`src/rtl/mem_bus_arbiter_pkg.sv`:
```
// Shared types for the memory bus arbiter: FSM state encoding and requester ids.
package mem_bus_arbiter_pkg;

    typedef enum logic [1:0] {
        StIdle    = 2'd0,
        StGrant   = 2'd1,
        StRelease = 2'd2
    } arb_state_e;

    localparam logic ARB_ID_D = 1'b0;
    localparam logic ARB_ID_I = 1'b1;

endpackage

```
`src/rtl/mem_bus_arbiter_arb_pick.sv`:
```
// Combinational winner select between dcache and icache requests.
// MEM_ARB_ROUND_ROBIN_EN defined: ties alternate on last_grant; otherwise dcache wins ties.
module arb_pick
    import mem_bus_arbiter_pkg::*;
(
    input  logic i_d_req,
    input  logic i_i_req,
`ifdef MEM_ARB_ROUND_ROBIN_EN
    input  logic i_last_grant,
`endif
    output logic o_grant_id
);

    always_comb begin
        o_grant_id = ARB_ID_D;
        if (i_i_req && !i_d_req) begin
            o_grant_id = ARB_ID_I;
        end
`ifdef MEM_ARB_ROUND_ROBIN_EN
        else if (i_i_req && i_d_req && (i_last_grant == ARB_ID_D)) begin
            o_grant_id = ARB_ID_I;
        end
`endif
    end

endmodule

```
`src/rtl/mem_bus_arbiter.sv`:
```
// Shares one data memory between the dcache (read/write) and icache (read-only), one transaction
// at a time. Tie policy: MEM_ARB_ROUND_ROBIN_EN selects round robin, else fixed dcache priority.
module mem_bus_arbiter
    import mem_bus_arbiter_pkg::*;
#(
    parameter int unsigned ADDR_W = 6,
    parameter int unsigned DATA_W = 32
) (
    input  logic              clock,
    input  logic              reset,
    input  logic              d_read,
    input  logic              d_write,
    input  logic [ADDR_W-1:0] d_address,
    input  logic [DATA_W-1:0] d_writedata,
    output logic [DATA_W-1:0] d_readdata,
    output logic              d_busywait,
    input  logic              i_read,
    input  logic [ADDR_W-1:0] i_address,
    output logic [DATA_W-1:0] i_readdata,
    output logic              i_busywait,
    output logic              mem_read,
    output logic              mem_write,
    output logic [ADDR_W-1:0] mem_address,
    output logic [DATA_W-1:0] mem_writedata,
    input  logic [DATA_W-1:0] mem_readdata,
    input  logic              mem_busywait
);

    arb_state_e        r_state;
    arb_state_e        w_state_next;
    logic              w_d_req;
    logic              w_i_req;
    logic              w_pick_id;
    logic              w_grant;
    logic              w_finish;
    logic              r_winner;
    logic              r_seen_busy;
    logic              r_d_done;
    logic              r_i_done;
    logic              r_mem_read;
    logic              r_mem_write;
    logic [ADDR_W-1:0] r_mem_address;
    logic [DATA_W-1:0] r_mem_writedata;
    logic [DATA_W-1:0] r_d_readdata;
    logic [DATA_W-1:0] r_i_readdata;
`ifdef MEM_ARB_ROUND_ROBIN_EN
    logic              r_last_grant;
`endif

    assign w_d_req = d_read | d_write;
    assign w_i_req = i_read;

    arb_pick u_arb_pick (
        .i_d_req      (w_d_req),
        .i_i_req      (w_i_req),
`ifdef MEM_ARB_ROUND_ROBIN_EN
        .i_last_grant (r_last_grant),
`endif
        .o_grant_id   (w_pick_id)
    );

    always_ff @(posedge clock) begin
        if (reset) begin
            r_state <= StIdle;
        end else begin
            r_state <= w_state_next;
        end
    end

    always_comb begin
        w_state_next = r_state;
        case (r_state)
            StIdle:    if (w_d_req || w_i_req) w_state_next = StGrant;
            StGrant:   if (w_finish) w_state_next = StRelease;
            StRelease: w_state_next = StIdle;
            default:   w_state_next = StIdle;
        endcase
    end

    // Completion only after the memory has been seen busy, so a stale low busywait is ignored.
    always_comb begin
        w_grant    = (r_state == StIdle) && (w_d_req || w_i_req);
        w_finish   = (r_state == StGrant) && r_seen_busy && !mem_busywait;
        d_busywait = w_d_req & ~r_d_done;
        i_busywait = w_i_req & ~r_i_done;
    end

    always_ff @(posedge clock) begin
        if (reset) begin
            r_winner        <= ARB_ID_D;
            r_seen_busy     <= 1'b0;
            r_d_done        <= 1'b0;
            r_i_done        <= 1'b0;
            r_mem_read      <= 1'b0;
            r_mem_write     <= 1'b0;
            r_mem_address   <= '0;
            r_mem_writedata <= '0;
            r_d_readdata    <= '0;
            r_i_readdata    <= '0;
`ifdef MEM_ARB_ROUND_ROBIN_EN
            r_last_grant    <= ARB_ID_I;
`endif
        end else begin
            r_d_done <= 1'b0;
            r_i_done <= 1'b0;
            if (w_grant) begin
                r_winner    <= w_pick_id;
                r_seen_busy <= 1'b0;
`ifdef MEM_ARB_ROUND_ROBIN_EN
                r_last_grant <= w_pick_id;
`endif
                if (w_pick_id == ARB_ID_D) begin
                    // Simultaneous read and write from the dcache is a write-back.
                    r_mem_write     <= d_write;
                    r_mem_read      <= ~d_write;
                    r_mem_address   <= d_address;
                    r_mem_writedata <= d_writedata;
                end else begin
                    r_mem_write   <= 1'b0;
                    r_mem_read    <= 1'b1;
                    r_mem_address <= i_address;
                end
            end else if (r_state == StGrant) begin
                if (mem_busywait) begin
                    r_seen_busy <= 1'b1;
                end
                if (w_finish) begin
                    r_mem_read  <= 1'b0;
                    r_mem_write <= 1'b0;
                    if (r_winner == ARB_ID_D) begin
                        r_d_done <= 1'b1;
                        if (r_mem_read) r_d_readdata <= mem_readdata;
                    end else begin
                        r_i_done <= 1'b1;
                        if (r_mem_read) r_i_readdata <= mem_readdata;
                    end
                end
            end
        end
    end

    assign mem_read      = r_mem_read;
    assign mem_write     = r_mem_write;
    assign mem_address   = r_mem_address;
    assign mem_writedata = r_mem_writedata;
    assign d_readdata    = r_d_readdata;
    assign i_readdata    = r_i_readdata;

endmodule

```
`config.mk`:
```
export PLATFORM = sky130hd
export DESIGN_NAME = mem_bus_arbiter
export DESIGN_NICKNAME = d
export VERILOG_FILES = /design/src/rtl/mem_bus_arbiter_pkg.sv /design/src/rtl/mem_bus_arbiter_arb_pick.sv /design/src/rtl/mem_bus_arbiter.sv
export SDC_FILE = /design/constraint.sdc
export NUM_CORES = 1
export LEC_CHECK = 0
export CAP_MARGIN = 20
export CORE_ASPECT_RATIO = 2
export CORE_MARGIN = 5
export CORE_UTILIZATION = 30
export CTS_CLUSTER_DIAMETER = 30
export DETAILED_ROUTE_END_ITERATION = 7
export HOLD_SLACK_MARGIN = 0.12
export PLACE_DENSITY = 0.71
export SLEW_MARGIN = 5
export SYNTH_ARGS = -nofsm -noshare
export SYNTH_HDL_FRONTEND = slang
export SYNTH_HIERARCHICAL = 1
export SYNTH_SLANG_ARGS = --single-unit
```
`constraint.sdc`:
```
create_clock -name clock -period 1.9 [get_ports clock]
set_input_delay 0.285 -clock clock [delete_from_list [all_inputs] [get_ports clock]]
set_output_delay 0.285 -clock clock [all_outputs]
set_load 0.02 [all_outputs]
```
==> metrics.cfg <==
[die]
io_pins=188
rows=65
initial_core_util=0.304
die_w_um=99.2
placeableCoreArea_um2=15700
dieHeight_um=188
die-area_um2=18700

[cells_and_area]
design_area_um2=7140
fin_nets=711
layout_commonest_cell=clkdlybuf4s50_1
drive_gt1_frac=0.0568
utilization=0.455
syn2layout_area_growth_pct=49.5
diodes=0
final.fill_count=1453
layout_common_cells=clkdlybuf4s50_1, nand2b_1, dfxtp_1

[clock_network]
htreeDepth=3
tritoncts=built
cts-buffers-inserted=9
post_cts_buffers=0
cts.reportedPaths.clkPinSlew_ns=0.07
clkLatencyLatePin_ns=0.34
cts_sinks=110
clockRootBuffer=clkbuf_16
clock_path_buffers=2
cts_hold_buf=0

[timing]
hold_viol_final=0
fmax_mhz=573
finalSetupViolations=0
tns_ns=0
maxSlewHeadroom=0.481
min_period_ns=1.74
hold_ws_ns=0.471
tightest_slew_ns=0.772
drv_slew=0
clock_skew_ns=0.0119
rsz0062_at_grt=false
fin_crit_sh=0.918

[synth]
synth_top_area_frac=0.461
synth_nets=534
yosysUniqueCellTypes=31
yosys_register_bits=110
yosysWarnings=6
yosys_most_used_dff=dfxtp_1
synth_seq_area_share=0.461
synth_top_area_cell=dfxtp_1
synth_edf_count=0
synthTopCellsByArea=dfxtp_1, mux2i_1, nand2b_1
syn_area_um2=4780
synth_cells=452
synth.avg_cell_area_um2=10.6
async_flop_share=0

[power]
p_int_uw=3780
p_seq_frac=0.483
clock_power_share=0.363
p_leak_uw=0.00277
swShare=0.252
vdd_drop_max_uv=363
power_switching_uw=1270
combPwrFrac=0.154
cellPowerDensity_nw_per_um2=708

[route]
drt_pre_antenna_iters=4
antenna_left=0
vias_per_cell=4.43
vias=3695
routedWlPerCell_um=16.0
drc=0
drt_iter0_markers=96
wirelength_um=13300

[placement]
hpwl_um=10000
placed_area_um2=6850
place_congestion=0.785
numPortBuffers=187

[worst_setup_path]
end_kind=primary output
path_cells=clkdlybuf4s50_1
r2r_cells=4
cpMaxStageDelayCell=clkdlybuf4s50_1
timing.critical_path.from=mem_read
start_kind=flip-flop
cp_num_cells=1
worst-path-buf-inv=1
required_ns=1.62
crit_type=flip-flop to primary output
worstReg2RegEnd=d_readdata[10]
crit_path_end=mem_read
r2r_slack_ns=0.29
r2r-start=r_state[0]
critical_path.max_fanout=6
cpLargestDelayFamily=buffers and inverters
max_stage_delay_ns=0.68
critical_path_arrival_ns=1.46

[status]
status=finished, final reports clean

[global_route]
grt_pass1_vias=4073
grt_max_degree=174
grt_usage=0.142
grt_pass1_wl_um=21100
antenna_found_initial=1
grt_overflow_total=0

[flow_run]
max_cap_violations=0

[min_path]
hold_path.class=flip-flop to flip-flop

-- flip-flops by register name, summed over array words and instances, names as in the netlist --
signal,cells
d_readdata,32
i_readdata,32
mem_writedata,32
mem_address,6
r_state,2
mem_read,1
mem_write,1
r_d_done,1
r_i_done,1
r_seen_busy,1
r_winner,1
-- kinds of logic after synthesis --
group           Yosys count  synth area share
simple gates            185             0.252
buf+inv                  34            0.0458
flops                   110             0.461
mux                     102             0.214
compound gates           21            0.0272
-- per-stage QoR --
stage	worst slack (ns)	std cells	power (uW)
6_report	0.156	835	5050
5_1_grt	0.100	835	5310
4_1_cts	0.0220	835	5160
3_5_place_dp	-0.0783	819	3290
3_3_place_gp	-0.0754	819	3270
2_1_floorplan	0.397	452	2880
-- Yosys cell counts, types with 2 or more instances --
cell type and instances:
buf_4 2, nor2b_1 3, buf_8 2, nand3b_1 2, clkbuf_1 19, a21oi_1 11, mux2i_1 102, buf_6 8
nand2b_1 161, o311ai_0 2, nor3_1 3, a211oi_1 6, dfxtp_1 110, nor2_1 2, nand3_1 3
-- final cells by class --
class	count	area (um^2)	share of cell area
clock inverter	6	52.6	0.00736
multi-input combinational	308	2370	0.332
tap	201	251	0.0352
sequential	110	2200	0.308
inverter	1	3.75	0.000526
clock buffer	10	239	0.0335
timing repair buffer	199	2020	0.283
-- worst min-delay path by stage --
stage                         to  slack [ns]              start  cells after the start
2_1_floorplan   mem_writedata[0]        0.44     d_writedata[0]                      2
3_3_place_gp   mem_writedata[23]        0.46  mem_writedata[23]                      2
3_5_place_dp   mem_writedata[14]        0.46  mem_writedata[14]                      2
4_1_cts        mem_writedata[21]        0.48  mem_writedata[21]                      2
5_1_grt        mem_writedata[19]        0.49  mem_writedata[19]                      2
6_report       mem_writedata[21]        0.47  mem_writedata[21]                      2
-- routing by layer --
metal | up-vias | track usage | part of all wire
met5 | - | 0 | 0.00098
met4 | 2 | 0.0516 | 0.025
met3 | 18 | 0.0333 | 0.049
met2 | 110 | 0.281 | 0.58
met1 | 1726 | 0.137 | 0.34
li1 | 1839 | - | -
-- repair_timing --
| action | 4_1_cts | 5_1_grt |
|---|---|---|
| gates resized for setup | 1 | 1 |
| setup endpoints to repair | 1 | 1 |
| hold endpoints to repair | 0 | 0 |
-- power by group through the flow --
stage | sequential [uW] | combinational, uW | clock (uW)
2_1_floorplan | 2580 | 309 | 0
3_3_place_gp | 2490 | 776 | 0
3_5_place_dp | 2500 | 792 | 0
4_1_cts | 2440 | 792 | 1920
5_1_grt | 2450 | 836 | 2020
6_report | 2440 | 780 | 1830
-- worst min-delay path, stage by stage (launching register included) --
cell      delay [ns]
dfxtp_1         0.31
nand2b_1        0.06
mux2i_1         0.05
Note: power is estimated with default switching activity, not from simulation.
